`src/rtl/mips_pkg.sv`:
```
// Shared definitions for the fetch front end.
//   XLEN             - instruction / address word width
//   PC_STEP          - byte increment between sequential instructions
//   RESET_PC_DEFAULT - default PC loaded by reset
//   fetch_entry_t    - one fetch-buffer entry {pc, instr}
//   align_pc()       - force a byte address onto an even (word) boundary
package mips_pkg;

  localparam int unsigned XLEN    = 16;
  localparam int unsigned PC_STEP = 2;

  typedef logic [XLEN-1:0] word_t;

  localparam word_t RESET_PC_DEFAULT = 16'h0000;

  typedef struct packed {
    word_t pc;
    word_t instr;
  } fetch_entry_t;

  function automatic word_t align_pc(input word_t addr);
    return {addr[XLEN-1:1], 1'b0};
  endfunction

endpackage

```
`src/rtl/fetch_fifo.sv`:
```
// Fetch buffer: small synchronous FIFO with registered head output.
//   clk   - clock, all updates on rising edge
//   rst   - synchronous active-high reset (pointers, count and storage cleared)
//   flush - synchronous discard of all entries; overrides push and pop
//   push  - write wdata at tail (ignored when full unless popping the same cycle)
//   wdata - entry to write
//   pop   - drop head entry (ignored when empty)
//   rdata - head entry, read straight from storage registers
//   count - number of valid entries (0..DEPTH)
//   empty - count == 0
//   full  - count == DEPTH
module fetch_fifo #(
  parameter int unsigned DEPTH = 2,
  parameter int unsigned WIDTH = 32
) (
  input  logic                     clk,
  input  logic                     rst,
  input  logic                     flush,
  input  logic                     push,
  input  logic [WIDTH-1:0]         wdata,
  input  logic                     pop,
  output logic [WIDTH-1:0]         rdata,
  output logic [$clog2(DEPTH):0]   count,
  output logic                     empty,
  output logic                     full
);

  localparam int unsigned PtrW = $clog2(DEPTH);
  localparam logic [PtrW:0] CntFull = (PtrW+1)'(DEPTH);

  logic [WIDTH-1:0] mem_q [DEPTH];
  logic [PtrW-1:0]  wr_ptr_q, wr_ptr_d;
  logic [PtrW-1:0]  rd_ptr_q, rd_ptr_d;
  logic [PtrW:0]    count_q, count_d;
  logic             push_ok, pop_ok;

  assign empty = (count_q == '0);
  assign full  = (count_q == CntFull);
  assign count = count_q;
  assign rdata = mem_q[rd_ptr_q];

  // A push into a full buffer is legal only when the head leaves the same cycle.
  assign pop_ok  = pop & ~empty & ~flush;
  assign push_ok = push & (~full | pop_ok) & ~flush;

  always_comb begin
    wr_ptr_d = wr_ptr_q;
    rd_ptr_d = rd_ptr_q;
    count_d  = count_q;
    if (flush) begin
      wr_ptr_d = '0;
      rd_ptr_d = '0;
      count_d  = '0;
    end else begin
      if (push_ok) wr_ptr_d = wr_ptr_q + 1'b1;
      if (pop_ok)  rd_ptr_d = rd_ptr_q + 1'b1;
      unique case ({push_ok, pop_ok})
        2'b10:   count_d = count_q + 1'b1;
        2'b01:   count_d = count_q - 1'b1;
        default: count_d = count_q;
      endcase
    end
  end

  always_ff @(posedge clk) begin
    if (rst) begin
      wr_ptr_q <= '0;
      rd_ptr_q <= '0;
      count_q  <= '0;
    end else begin
      wr_ptr_q <= wr_ptr_d;
      rd_ptr_q <= rd_ptr_d;
      count_q  <= count_d;
    end
  end

  // Storage is cleared on reset so the head reads as zero out of reset.
  always_ff @(posedge clk) begin
    if (rst) begin
      for (int i = 0; i < int'(DEPTH); i++) mem_q[i] <= '0;
    end else if (push_ok) begin
      mem_q[wr_ptr_q] <= wdata;
    end
  end

endmodule

```
`src/rtl/instr_fetch_unit.sv`:
```
// Instruction fetch unit: PC register, redirect handling and a fetch buffer.
//   clk            - clock, all updates on rising edge
//   rst            - synchronous active-high reset, highest priority
//   fetch_en       - allow new fetches
//   imem_addr      - byte address to instruction memory (the PC register)
//   imem_instr     - combinational read data for imem_addr
//   redirect_valid - flush buffer and load redirect target (beats push/pop)
//   redirect_pc    - redirect byte address, forced even
//   out_valid      - buffer head is valid
//   out_ready      - decode accepts head
//   out_instr      - head instruction (registered)
//   out_pc         - head byte address (registered)
module instr_fetch_unit
  import mips_pkg::*;
#(
  parameter logic [15:0] RESET_PC = RESET_PC_DEFAULT,
  parameter int unsigned DEPTH    = 2
) (
  input  logic        clk,
  input  logic        rst,
  input  logic        fetch_en,
  output logic [15:0] imem_addr,
  input  logic [15:0] imem_instr,
  input  logic        redirect_valid,
  input  logic [15:0] redirect_pc,
  output logic        out_valid,
  input  logic        out_ready,
  output logic [15:0] out_instr,
  output logic [15:0] out_pc
);

  localparam word_t PcInc = word_t'(PC_STEP);

  word_t                pc_q, pc_d;
  logic                 push, pop, full, empty;
  fetch_entry_t         wr_entry, head_entry;
  logic [2*XLEN-1:0]    head_raw;
  logic [$clog2(DEPTH):0] count;

  // Redirect squashes both the pop and the push of its cycle.
  assign pop  = out_valid & out_ready & ~redirect_valid;
  assign push = fetch_en & ~redirect_valid & (~full | pop);

  assign wr_entry = '{pc: pc_q, instr: imem_instr};

  always_comb begin
    pc_d = pc_q;
    if (redirect_valid) begin
      pc_d = align_pc(redirect_pc);
    end else if (push) begin
      pc_d = pc_q + PcInc;  // wraps modulo 2^16
    end
  end

  always_ff @(posedge clk) begin
    if (rst) pc_q <= RESET_PC;
    else     pc_q <= pc_d;
  end

  fetch_fifo #(
    .DEPTH(DEPTH),
    .WIDTH(2 * XLEN)
  ) u_fifo (
    .clk   (clk),
    .rst   (rst),
    .flush (redirect_valid),
    .push  (push),
    .wdata (wr_entry),
    .pop   (pop),
    .rdata (head_raw),
    .count (count),
    .empty (empty),
    .full  (full)
  );

  assign head_entry = fetch_entry_t'(head_raw);
  assign imem_addr  = pc_q;
  assign out_valid  = ~empty;
  assign out_pc     = head_entry.pc;
  assign out_instr  = head_entry.instr;

endmodule

```
`config.mk`:
```
export PLATFORM = sky130hd
export DESIGN_NAME = instr_fetch_unit
export DESIGN_NICKNAME = d
export VERILOG_FILES = /design/src/rtl/mips_pkg.sv /design/src/rtl/fetch_fifo.sv /design/src/rtl/instr_fetch_unit.sv
export SDC_FILE = /design/constraint.sdc
export NUM_CORES = 1
export LEC_CHECK = 0
export ABC_AREA = 1
export BUFFER_PORTS_ARGS = -buffer_cell sky130_fd_sc_hd__clkbuf_2
export CELL_PAD_IN_SITES_DETAIL_PLACEMENT = 1
export CELL_PAD_IN_SITES_GLOBAL_PLACEMENT = 1
export CORE_ASPECT_RATIO = 0.7
export CORE_UTILIZATION = 45
export CTS_CLUSTER_DIAMETER = 100
export CTS_CLUSTER_SIZE = 8
export DETAILED_ROUTE_END_ITERATION = 10
export PLACE_DENSITY_LB_ADDON = 0.3
export SKIP_CTS_REPAIR_TIMING = 1
export SYNTH_ARGS = -nofsm -noshare
export SYNTH_HDL_FRONTEND = slang
export SYNTH_SLANG_ARGS = --single-unit
```
`constraint.sdc`:
```
create_clock -name clk -period 4.6 [get_ports clk]
set_clock_uncertainty 0.05 [all_clocks]
set_input_delay 0.46 -clock clk [delete_from_list [all_inputs] [get_ports clk]]
set_output_delay 0.46 -clock clk [all_outputs]
set_load 0.03 [all_outputs]
```
Word level (Yosys, flattened, before mapping)
Memory sizes are Yosys's and may differ from the RTL's. A register that Yosys moved wholly into a read port is not among the register bits.
Index checks and enable logic that the tools add are counted.
{ "classes": {"n_mux": 13, "n_bitwise": 13, "n_reduce_logical": 5, "add_sub_neg": 5, "eq_ne": 3} }
{ "ops": {"columns": ["op", "n"], "rows": [
  ["$mux 16", 2],
  ["$mux 32", 1],
  ["$reduce_or 32->1", 1],
  ["$add 16x2->16 const B", 1],
  ["$mux 1", 9],
  ["$and 1x1->1", 8],
  ["$eq 2x2->1 const B", 2],
  ["$pmux 2 s2", 1],
  ["$reduce_bool 2->1", 2],
  ["$not 1->1", 3],
  ["$add 1x1->1 const B", 2],
  ["$add 2x1->2 const B", 1],
  ["$eq 2x1->1 const B", 1],
  ["$logic_not 2->1", 1],
  ["$or 1x1->1", 2],
  ["$reduce_or 2->1", 1],
  ["$sub 2x1->2 const B", 1]
]} }
{ "word_totals": {"input_bits": 37, "elab_cells": 45, "ramBits": 64, "n_memories": 1, "output_inout_bits": 49, "reg_bits": 20} }
{ "memory_table": {"columns": ["name", "depth", "word_bits", "rd", "rd_clocked_by_memory_dff", "wr", "line_no", "source"], "rows": [
  ["u_fifo.mem_q", 2, 32, 1, 1, 2, "fetch_fifo.sv:31", "logic [WIDTH-1:0] mem_q [DEPTH];"]
]} }

Logic depth before layout (Yosys ltp)
Gate-level depths: netlist of run 1.
{ "depth": {"depth_word": 14, "mapped_depth": 9, "mapped_depth_nobuf": 9} }

Cells and area by module
Synthesis of run 1 repeated with hierarchy kept, for this count alone.
{ "hier_totals": {"hier_cells": 426, "hier_area_um2": 4240.3} }
{ "by_module_without_submodules": {"columns": ["mod", "cells_per_inst", "area_per_inst_um2", "seq_area_each_um2", "instances"], "rows": [
  ["fetch_fifo", 246, 3163.0, 2021.9, 1],
  ["instr_fetch_unit", 180, 1077.3, 300.3, 1]
]} }

Least setup slack after synthesis of run 1
Ideal clock, no wire load.
{ "synth_timing": {"kind": "in2reg", "startpoint": "input redirect_valid", "endpoint": "memory u_fifo.mem_q[0][0], enable pin", "n_path_buf": 2, "setup_ps": 388, "t_arrival_ps": 1800, "required_time_ps": 4162, "cell_stages": 7, "slack_ps": 2362, "path_cell_list": "buf_6 nor2_4 nand2_4 inv_4 nand3_4 buf_6 nand2_1"} }
{ "synth_lines": {"columns": ["item", "line_no", "source"], "rows": [
  ["start: declaration", "instr_fetch_unit.sv:24", "input logic redirect_valid,"],
  ["end: declaration", "fetch_fifo.sv:31", null]
]} }

==> results of run 1 <==
-- placed cells by master, fill, tap and decap left out, types with 9 or more instances in the layout --
master	n
sky130_fd_sc_hd__clkbuf_2	82
sky130_fd_sc_hd__edfxtp_1	62
sky130_fd_sc_hd__a21oi_1	16
sky130_fd_sc_hd__o21ai_0	9
sky130_fd_sc_hd__inv_1	53
sky130_fd_sc_hd__dfxtp_1	20
sky130_fd_sc_hd__nand3_1	26
sky130_fd_sc_hd__clkbuf_16	10
sky130_fd_sc_hd__nand2_1	46
sky130_fd_sc_hd__mux2_2	31
sky130_fd_sc_hd__nor2_1	76
-- stage by stage --
stage	power (mW)	util (%)	hold slack [ns]	area [um^2]
2_1_floorplan	1.01	-	0.397	3950
3_3_place_gp	1.07	51.8	0.408	4390
3_5_place_dp	1.08	51.8	0.436	4390
4_1_cts	1.77	55.1	0.339	4670
5_1_grt	1.81	55.1	0.371	4670
6_report	1.75	55.1	0.342	4670
-- cell type report --
cell class	count	area, um^2
inverters	54	205
clock buffers	14	275
well taps	120	150
multi-input cells	237	1340
flip-flops and latches	82	2260
clock inverters	2	10.0
fillers	989	3800
repair buffers	85	433
-- worst min-delay path: stages --
cell and delay (ns):
sky130_fd_sc_hd__clkbuf_2 0.08, sky130_fd_sc_hd__nand2_1 0.05, sky130_fd_sc_hd__a31oi_1 0.07
-- registers in the layout (all words and copies together) (netlist names), named ones only --
signal	count
u_fifo.wr_ptr_q	1
u_fifo.rd_ptr_q	1
imem_addr	15
u_fifo.mem_q	62
u_fifo.count	2
-- report_power, final --
part / internal (mW) / switching, mW / total, mW
Clock: 0.412 / 0.277 / 0.689
Sequential: 0.833 / 0.0231 / 0.856
Combinational: 0.0622 / 0.147 / 0.209
Total: 1.31 / 0.446 / 1.75
-- worst paths after layout --
kind | start | endpoint | cells after the start | slack [ns]
worst max register to register | u_fifo.count[0] | u_fifo.mem_q[0][29] | 7 | 2.30
worst min register to register | u_fifo.rd_ptr_q | register | 2 | 0.45
worst max-delay path | redirect_valid | u_fifo.mem_q[0][29] | 7 | 2.23
worst min-delay path | redirect_pc[8] | imem_addr[8] | 3 | 0.34
-- synth_stat cells (all sizes together) --
cell type,n,area share [%]
nor2,81,8.4
edfxtp,62,47
inv,54,5.2
nand2,49,5.0
mux2,31,8.8
nand3,30,4.7
dfxtp,20,10
a21oi,17,2.3
buf,15,3.5
o21ai,12,1.5
nand4,5,0.79
clkbuf,2,0.19
ha,2,0.63
a211oi,1,0.19
a22oi,1,0.19
a31oi,1,0.16
conb,1,0.095
nor3,1,0.13
o211ai,1,0.19
o21bai,1,0.29
o221ai,1,0.22
xor2,1,0.22
-- layer usage --
layer | vias up | track usage (%) | part of all wire, %
li1 | 1453 | - | -
met1 | 1500 | 27.0 | 42
met2 | 74 | 43.0 | 52
met3 | 10 | 4.75 | 4.8
met4 | 0 | 6.75 | 1.0
met5 | - | 0 | 0
-- logic make-up (layout without fill, tap and decap cells) --
| logic type | Yosys count | in the layout | share of synthesized area (%) |
|---|---|---|---|
| multiplexers | 31 | 31 | 8.85 |
| buffers and inverters | 71 | 155 | 8.85 |
| AO/OA/AOI/OAI | 35 | 35 | 5.01 |
| AND/OR/NAND/NOR | 166 | 166 | 19.0 |
| other | 1 | 2 | 0.0951 |
| flip-flops | 82 | 82 | 57.3 |
| adder cells (fa/ha/maj) | 2 | 2 | 0.634 |
| XOR/XNOR | 1 | 1 | 0.222 |
==> impl_table.tex, run 1 <==
\begin{tabular}{lr}
\hline
Metric & Value \\
\hline
\multicolumn{2}{l}{\textbf{Setup path}} \\
Delay of the slowest cell on the worst path & 0.44 ns \\
Critical path buffers and inverters & 3 \\
Worst path top cell family by delay & buffers and inverters \\
Kind of critical path & input pin to register \\
Type of element capturing the critical path & register \\
Sequence of cells on the critical path & clkbuf\_2, nor2\_4, nand2\_4, inv\_4, nand3\_4, nand2\_1, buf\_4 \\
Maximum net fanout on the critical path & 32 \\
Data arrival time of the critical path & 2.29 ns \\
CP required & 4.52 ns \\
Setup crit start kind & input pin \\
Library cell contributing the largest single delay on the critical path & sky130\_fd\_sc\_hd\_\_buf\_4 \\
\multicolumn{2}{l}{\textbf{Timing}} \\
Total setup violations reported at the end of the flow & 0 \\
Highest clock rate & 0.422 GHz \\
Worst setup slack after layout & 2.23 ns \\
Post-route clock period utilization & 51.5\% \\
Total Neg Setup Slack & 0 ns \\
Post-route minimum period & 2.37 ns \\
Final-report max-slew violation count & 0 \\
Setup repair after global routing missed its margin & false \\
Final Hold Fails & 0 \\
\multicolumn{2}{l}{\textbf{Global routing}} \\
Aggregate global-route resource usage & 23.1\% \\
Via count of the first global-routing pass & 3155 \\
Global-route wire length before repair & 15.7 mm \\
Pin count of the biggest net entering global routing & 33 \\
Number of antenna violations at the first check in global routing & 0 \\
Leftover overflow at the end of global routing & 0 \\
\multicolumn{2}{l}{\textbf{Run}} \\
Max-cap violations & 0 \\
\multicolumn{2}{l}{\textbf{Clock network}} \\
Clk buf depth & 2 \\
H-tree level count & 3 \\
CTS tree & built \\
Number of buffers created by CTS & 9 \\
Cell chosen for the clock root & sky130\_fd\_sc\_hd\_\_clkbuf\_16 \\
Clock latency at the later pin of the worst-skew pair & 0.33 ns \\
TritonCTS sink count & 82 \\
Clock-pin slew reported for the worst setup and hold paths after clock tree synthesis & 0.06 ns \\
\multicolumn{2}{l}{\textbf{Power}} \\
Power Dens Cells & 375 nW/um\^{}2 \\
Leakage power & 2.04 nW \\
Peak supply drop & 0.231 mV \\
\multicolumn{2}{l}{\textbf{Placed design}} \\
Count of input and output buffers & 82 \\
Post-detailed-placement half-perimeter wirelength & 7.08 mm \\
Worst slack at placement & 1.89 ns \\
Routability congestion estimate from global placement & 0.782 \\
Cell count after placement & 578 \\
\multicolumn{2}{l}{\textbf{Floorplanning}} \\
Number of top-level pins & 86 \\
Area of the core region & 8480 um\^{}2 \\
Die area & 9150 um\^{}2 \\
Initial core utilization & 46.5\% \\
Num rows & 28 \\
Die W & 114 um \\
Vertical die dimension & 80.3 um \\
\multicolumn{2}{l}{\textbf{Synth}} \\
Warning count from the yosys run & 0 \\
FF+latch count, synth & 82 \\
Sequential fraction of the synthesis area & 57.3\% \\
Post-synthesis cell count & 389 \\
Mean area per synthesized cell & 10.1 um\^{}2 \\
Library cells used by synthesis & 33 \\
Combined area of all synthesized cells & 3950 um\^{}2 \\
\multicolumn{2}{l}{\textbf{Routing}} \\
TritonRoute pass-1 iters & 4 \\
Final wirelength & 10.1 mm \\
Vias/cell & 5.11 \\
Number of antenna-violating nets in the routed design & 0 \\
Post-route DRC violation count & 0 \\
Routed wirelength normalized by instance count & 17.0 um \\
Number of design-rule violations left by the first detailed-router iteration & 105 \\
Via count & 3037 \\
\multicolumn{2}{l}{\textbf{Cells and area}} \\
Ratio of cells with drive above 1 in the final layout & 30.4\% \\
Final layout net count & 508 \\
Final cell count without fillers & 594 \\
Layout overhead on the synthesized area & 18.5\% \\
Inserted Diodes & 0 \\
\multicolumn{2}{l}{\textbf{Min path}} \\
Worst hold path class & input pin to register \\
\multicolumn{2}{l}{\textbf{Run status}} \\
Result of the run & complete, no violations \\
\hline
\end{tabular}
(Power assumes the default switching activity.)
==> run 2: changes to the inputs <==
Settings changed: CORE_UTILIZATION 45 to 38.
Clock period 4.6 ns to 2.1 ns, I/O delays scaled along.
==> run 2 against run 1 <==
Combinational power rose by 130%. Largest power group unchanged. Global-route usage fell by 2.9 points. Setup slack got worse by 1.9 ns. Sequential share of layout area fell by 1.4 points. Sequential power rose by 120%. Non-clock buffer count rose by 6.
==> impl_table.tex, run 2 (synthesized netlist as in run 1, its figures left out) <==
\begin{tabular}{lr}
\hline
Metric & Value \\
\hline
\multicolumn{2}{l}{\textbf{Power}} \\
Power Dens Cells & 856 nW/um\^{}2 \\
Leakage power & 2.10 nW \\
Peak supply drop & 0.430 mV \\
\multicolumn{2}{l}{\textbf{Cells and area}} \\
Inserted Diodes & 0 \\
Number of flip-flops in the largest register & 62 \\
Most common cell after layout, fill and taps aside & sky130\_fd\_sc\_hd\_\_clkbuf\_2 \\
Layout overhead on the synthesized area & 22.0\% \\
Top register by number of flip-flops & u\_fifo.mem\_q \\
Fill cell instance count of the final layout & 1167 \\
Ratio of cells with drive above 1 in the final layout & 31.7\% \\
Final layout net count & 514 \\
Most frequent cells in the layout & 82 x sky130\_fd\_sc\_hd\_\_clkbuf\_2, 76 x sky130\_fd\_sc\_hd\_\_nor2\_1, 62 x sky130\_fd\_sc\_hd\_\_edfxtp\_1, 53 x sky130\_fd\_sc\_hd\_\_inv\_1, 46 x sky130\_fd\_sc\_hd\_\_nand2\_1 \\
\multicolumn{2}{l}{\textbf{Floorplanning}} \\
Initial core utilization & 40.0\% \\
Vertical die dimension & 87.2 um \\
Number of top-level pins & 86 \\
Area of the core region & 9870 um\^{}2 \\
Die area & 10800 um\^{}2 \\
Die W & 124 um \\
Num rows & 30 \\
\multicolumn{2}{l}{\textbf{Global routing}} \\
Pin count of the biggest net entering global routing & 32 \\
Aggregate global-route resource usage & 20.2\% \\
Via count of the first global-routing pass & 3251 \\
Number of antenna violations at the first check in global routing & 0 \\
Global-route wire length before repair & 16.0 mm \\
Leftover overflow at the end of global routing & 0 \\
\multicolumn{2}{l}{\textbf{Clock network}} \\
Number of buffers created by CTS & 9 \\
Clock-pin slew reported for the worst setup and hold paths after clock tree synthesis & 0.06 ns \\
Cell chosen for the clock root & sky130\_fd\_sc\_hd\_\_clkbuf\_16 \\
TritonCTS sink count & 82 \\
Clock latency at the later pin of the worst-skew pair & 0.34 ns \\
CTS tree & built \\
Clk buf depth & 2 \\
H-tree level count & 3 \\
\multicolumn{2}{l}{\textbf{Setup path}} \\
Data arrival time of the critical path & 1.52 ns \\
Setup crit start kind & register \\
R2R Setup Slk & 0.34 ns \\
Kind of critical path & register to primary output \\
Type of element capturing the critical path & primary output \\
Maximum net fanout on the critical path & 31 \\
CP required & 1.84 ns \\
\multicolumn{2}{l}{\textbf{Routing}} \\
Number of design-rule violations left by the first detailed-router iteration & 156 \\
Number of antenna-violating nets in the routed design & 0 \\
Vias/cell & 5.01 \\
Post-route DRC violation count & 0 \\
TritonRoute pass-1 iters & 4 \\
Via count & 3046 \\
Routed wirelength normalized by instance count & 16.4 um \\
Final wirelength & 9.96 mm \\
\multicolumn{2}{l}{\textbf{Timing}} \\
Final Hold Fails & 0 \\
Post-route clock period utilization & 84.5\% \\
Post-route minimum period & 1.78 ns \\
Setup repair after global routing missed its margin & false \\
Total setup violations reported at the end of the flow & 0 \\
Highest clock rate & 0.563 GHz \\
Final-report max-slew violation count & 0 \\
Worst setup slack after layout & 0.325 ns \\
Total Neg Setup Slack & 0 ns \\
\multicolumn{2}{l}{\textbf{Run status}} \\
Result of the run & complete, no violations \\
\multicolumn{2}{l}{\textbf{Run}} \\
Max-cap violations & 0 \\
\multicolumn{2}{l}{\textbf{Placed design}} \\
Post-detailed-placement half-perimeter wirelength & 6.75 mm \\
Routability congestion estimate from global placement & 0.792 \\
Worst slack at placement & 0.336 ns \\
Count of input and output buffers & 82 \\
\multicolumn{2}{l}{\textbf{Min path}} \\
Worst hold path class & input pin to register \\
\hline
\end{tabular}
-- run 2: area by class of cell --
| cell class | instances | area [um^2] | share of cell area, % |
|---|---|---|---|
| multi-input cells | 237 | 1340 | 27.8 |
| inverters | 54 | 205 | 4.26 |
| clock buffers | 10 | 229 | 4.76 |
| well taps | 128 | 160 | 3.33 |
| clock inverters | 6 | 105 | 2.18 |
| flip-flops and latches | 82 | 2260 | 47.0 |
| repair buffers | 91 | 515 | 10.7 |
-- run 2: critical path, cell delays in order (launching register included) --
cell	delay [ns]
sky130_fd_sc_hd__dfxtp_1	0.35
sky130_fd_sc_hd__buf_12	0.22
sky130_fd_sc_hd__mux2_2	0.39
sky130_fd_sc_hd__clkbuf_2	0.19
-- run 2: path summary, 6_finish.rpt --
check | startpoint | end | cells past startpoint
worst max register to register | u_fifo.count[0] | u_fifo.mem_q[1][29] | 7
worst min register to register | u_fifo.rd_ptr_q | u_fifo.rd_ptr_q | 2
worst max-delay path | register | out_pc[9] | 3
worst min-delay path | redirect_pc[8] | imem_addr[8] | 3
-- run 2: metrics by stage --
step	power, mW	std cells	instance area (um^2)	util (%)	hold WS [ns]
after CTS	4.17	608	4810	48.8	0.101
after detailed placement	2.38	592	4480	45.4	0.431
after global routing	4.27	608	4810	48.8	0.111
after global placement	2.36	592	4480	45.4	0.408
final	4.12	608	4810	48.8	0.113
after floorplan	2.21	390	3950	-	0.229
-- run 2: where the power goes --
part | leakage [nW] | internal [mW] | switching (mW)
clock | 0.166 | 1.16 | 0.623
combinational | 1.13 | 0.149 | 0.323
sequential | 0.807 | 1.82 | 0.0464
total | 2.10 | 3.13 | 0.992
-- run 2: layer usage --
layer,up-vias,part of all wire (%),track usage (%)
li1,1456,-,-
met1,1500,44,24.8
met2,77,49,34.3
met3,13,5.5,5.63
met4,0,1.3,6.46
met5,-,0,0
==> run 3: changes to the inputs <==
Settings changed: ABC_AREA 1 to 0, CORE_UTILIZATION 38 to 43.
Clock period 2.1 ns to 1.7 ns, I/O delays scaled along.
==> run 3 against run 2 <==
The flow now finishes with violations (negative setup slack). Clock power up 11%. Critical endpoint is now u_fifo.mem_q[0][12]. Sequential power rose by 25%. Largest cell class unchanged. Die area shrank 12%.
==> impl_table.tex, run 3 <==
\begin{tabular}{lr}
\hline
Metric & Value \\
\hline
\multicolumn{2}{l}{\textbf{Run status}} \\
Result of the run & finished with violations \\
Violated checks & negative setup slack \\
\multicolumn{2}{l}{\textbf{Floorplanning}} \\
Vertical die dimension & 81.8 um \\
Area of the core region & 8650 um\^{}2 \\
Number of top-level pins & 86 \\
Die W & 116 um \\
Die area & 9490 um\^{}2 \\
Initial core utilization & 45.2\% \\
Num rows & 28 \\
\multicolumn{2}{l}{\textbf{Timing}} \\
Final Hold Fails & 0 \\
Total Neg Setup Slack & -10.55 ns \\
Worst setup slack after layout & -0.183 ns \\
Slew of the pin with the lowest slew margin & 0.989 ns \\
Post-route clock period utilization & 111\% \\
Highest clock rate & 0.531 GHz \\
Final-report max-slew violation count & 0 \\
Total setup violations reported at the end of the flow & 111 \\
Post-route minimum period & 1.88 ns \\
Max-slew headroom at the worst pin & 33.9\% \\
Setup repair after global routing missed its margin & true \\
Worst hold slack & 0.0254 ns \\
\multicolumn{2}{l}{\textbf{Cells and area}} \\
Final cell count without fillers & 538 \\
Most frequent cells in the layout & 82 x sky130\_fd\_sc\_hd\_\_clkbuf\_2, 62 x sky130\_fd\_sc\_hd\_\_edfxtp\_1, 54 x sky130\_fd\_sc\_hd\_\_and2\_1, 31 x sky130\_fd\_sc\_hd\_\_mux2\_2, 26 x sky130\_fd\_sc\_hd\_\_buf\_4 \\
Number of flip-flops in the largest register & 62 \\
Final layout net count & 452 \\
Most common cell after layout, fill and taps aside & sky130\_fd\_sc\_hd\_\_clkbuf\_2 \\
Layout overhead on the synthesized area & 30.6\% \\
Inserted Diodes & 0 \\
Area of all placed cells without fillers & 5110 um\^{}2 \\
Top register by number of flip-flops & u\_fifo.mem\_q \\
Ratio of cells with drive above 1 in the final layout & 46.9\% \\
Utilization after layout & 59.1\% \\
\multicolumn{2}{l}{\textbf{Setup path}} \\
Setup crit start kind & register \\
Type of element capturing the critical path & register \\
Maximum net fanout on the critical path & 14 \\
Kind of critical path & register to register \\
Cell repeated most along the worst path & sky130\_fd\_sc\_hd\_\_buf\_6 \\
Delay of the slowest cell on the worst path & 0.41 ns \\
Worst path top cell family by delay & simple AND/OR/NAND/NOR gates \\
Library cell contributing the largest single delay on the critical path & sky130\_fd\_sc\_hd\_\_or3b\_4 \\
Data arrival time of the critical path & 1.92 ns \\
Sequence of cells on the critical path & or3b\_4, buf\_4, buf\_6, nand2\_8, buf\_6, nor3\_4, buf\_12, and2\_1 \\
CP required & 1.74 ns \\
Critical path buffers and inverters & 4 \\
\multicolumn{2}{l}{\textbf{Synth}} \\
Combined area of all synthesized cells & 3910 um\^{}2 \\
Mean area per synthesized cell & 13.1 um\^{}2 \\
Cell type contributing the most total cell area after synthesis & sky130\_fd\_sc\_hd\_\_edfxtp\_1 \\
Cell with the most instances after synthesis & sky130\_fd\_sc\_hd\_\_edfxtp\_1 \\
Main combinational cell family by area after synthesis & simple AND/OR/NAND/NOR gates \\
Library cells used by synthesis & 50 \\
Fraction of registers with async set/reset & 0\% \\
Synthesized-area fraction occupied by adder cells & 0.639\% \\
Commonest cells in the synthesized netlist & 62 x sky130\_fd\_sc\_hd\_\_edfxtp\_1, 54 x sky130\_fd\_sc\_hd\_\_and2\_1, 31 x sky130\_fd\_sc\_hd\_\_mux2\_2, 20 x sky130\_fd\_sc\_hd\_\_dfxtp\_1, 15 x sky130\_fd\_sc\_hd\_\_nor2\_1 \\
XOR/XNOR Fraction of Synth Area & 2.46\% \\
Sequential fraction of the synthesis area & 57.8\% \\
FF+latch count, synth & 82 \\
Area share of the largest cell type after synthesis & 47.6\% \\
Primary flip-flop cell chosen by synthesis mapping & sky130\_fd\_sc\_hd\_\_edfxtp\_1 \\
Cell types occupying the most area after synthesis & sky130\_fd\_sc\_hd\_\_edfxtp\_1 48\%, sky130\_fd\_sc\_hd\_\_dfxtp\_1 10\%, sky130\_fd\_sc\_hd\_\_mux2\_2 8.9\%, sky130\_fd\_sc\_hd\_\_and2\_1 8.6\%, sky130\_fd\_sc\_hd\_\_xnor2\_1 1.6\% \\
Post-synthesis cell count & 299 \\
Share of cell area taken by muxes after synthesis & 9.18\% \\
Number of synthesized flops with an enable pin & 62 \\
Area fraction in and, or, nand and nor cells after synthesis & 20.3\% \\
Fraction of the mapped netlist area in compound gates & 5.82\% \\
Warning count from the yosys run & 0 \\
\multicolumn{2}{l}{\textbf{Clock network}} \\
Clock latency at the later pin of the worst-skew pair & 0.34 ns \\
TritonCTS sink count & 82 \\
Clk buf depth & 2 \\
Number of buffers created by CTS & 9 \\
H-tree level count & 3 \\
Cell chosen for the clock root & sky130\_fd\_sc\_hd\_\_clkbuf\_16 \\
CTS tree & built \\
Clock-pin slew reported for the worst setup and hold paths after clock tree synthesis & 0.06 ns \\
\multicolumn{2}{l}{\textbf{Global routing}} \\
Leftover overflow at the end of global routing & 0 \\
Pin count of the biggest net entering global routing & 32 \\
Aggregate global-route resource usage & 21.8\% \\
Global-route wire length before repair & 14.7 mm \\
Number of antenna violations at the first check in global routing & 0 \\
Via count of the first global-routing pass & 2794 \\
\multicolumn{2}{l}{\textbf{Run}} \\
Max-cap violations & 0 \\
\multicolumn{2}{l}{\textbf{Placed design}} \\
Worst slack at placement & -0.366 ns \\
Cell count after placement & 513 \\
Post-detailed-placement half-perimeter wirelength & 6.59 mm \\
Standard cell area after detailed placement & 4660 um\^{}2 \\
Routability congestion estimate from global placement & 0.866 \\
Count of input and output buffers & 82 \\
\multicolumn{2}{l}{\textbf{Routing}} \\
Final wirelength & 11.1 mm \\
TritonRoute pass-1 iters & 4 \\
Routed wirelength normalized by instance count & 20.7 um \\
Number of design-rule violations left by the first detailed-router iteration & 195 \\
Via count & 2849 \\
Vias/cell & 5.30 \\
Post-route DRC violation count & 0 \\
Number of antenna-violating nets in the routed design & 0 \\
\multicolumn{2}{l}{\textbf{Power}} \\
Total Power Consumption & 4.99 mW \\
Peak supply drop & 0.427 mV \\
Leakage power & 2.05 nW \\
Power Dens Cells & 976 nW/um\^{}2 \\
\multicolumn{2}{l}{\textbf{Min path}} \\
Worst hold path class & input pin to register \\
\hline
\end{tabular}
## run 3: path summary, 6_finish.rpt
path	startpoint	slack (ns)	to	cells past startpoint
max	u_fifo.count[1]	-0.18	u_fifo.mem_q[0][12]	8
min	redirect_pc[11]	0.03	imem_addr[11]	3
max reg2reg	u_fifo.count[1]	-0.18	u_fifo.mem_q[0][12]	8
min reg2reg	u_fifo.count[1]	0.45	u_fifo.count[1]	2
## run 3: cell type report
cell class,count,area (um^2)
Tap cell,120,150
Clock buffer,9,225
Clock inverter,7,75.1
Timing Repair Buffer,117,759
Sequential cell,82,2270
Inverter,8,30.0
Multi-Input combinational cell,195,1600
Fill cell,921,3540
## run 3: cell families (layout without fill, tap and decap cells)
family,count (synthesis),after routing
AND/OR/NAND/NOR,119,121
flip-flops,82,82
multiplexers,32,32
AO/OA/AOI/OAI,27,27
buffers and inverters,25,141
XOR/XNOR,11,11
adder cells (fa/ha/maj),2,2
other,1,2
## run 3: where the power goes
group / internal (mW) / switching, mW / total [mW]
logic: 0.244 / 0.439 / 0.682
registers: 2.26 / 0.0643 / 2.33
clock network: 1.15 / 0.828 / 1.98
total: 3.66 / 1.33 / 4.99
## run 3: per-layer routing
metal  global-route usage (%)  part of all wire, %  routed length [um]  vias up
li1                         -                    -                   -     1324
met1                     26.5                   41                4550     1403
met2                     38.1                   51                5610      100
met3                     6.49                  6.0                 672       22
met4                     5.38                  2.4                 269        0
met5                        0                    0                   0        -
## run 3: worst min-delay path: cells and delay by family
| family | cells | cell delay, ns |
|---|---|---|
| buf+inv | 2 | 0.14 |
| compound gates | 1 | 0.06 |
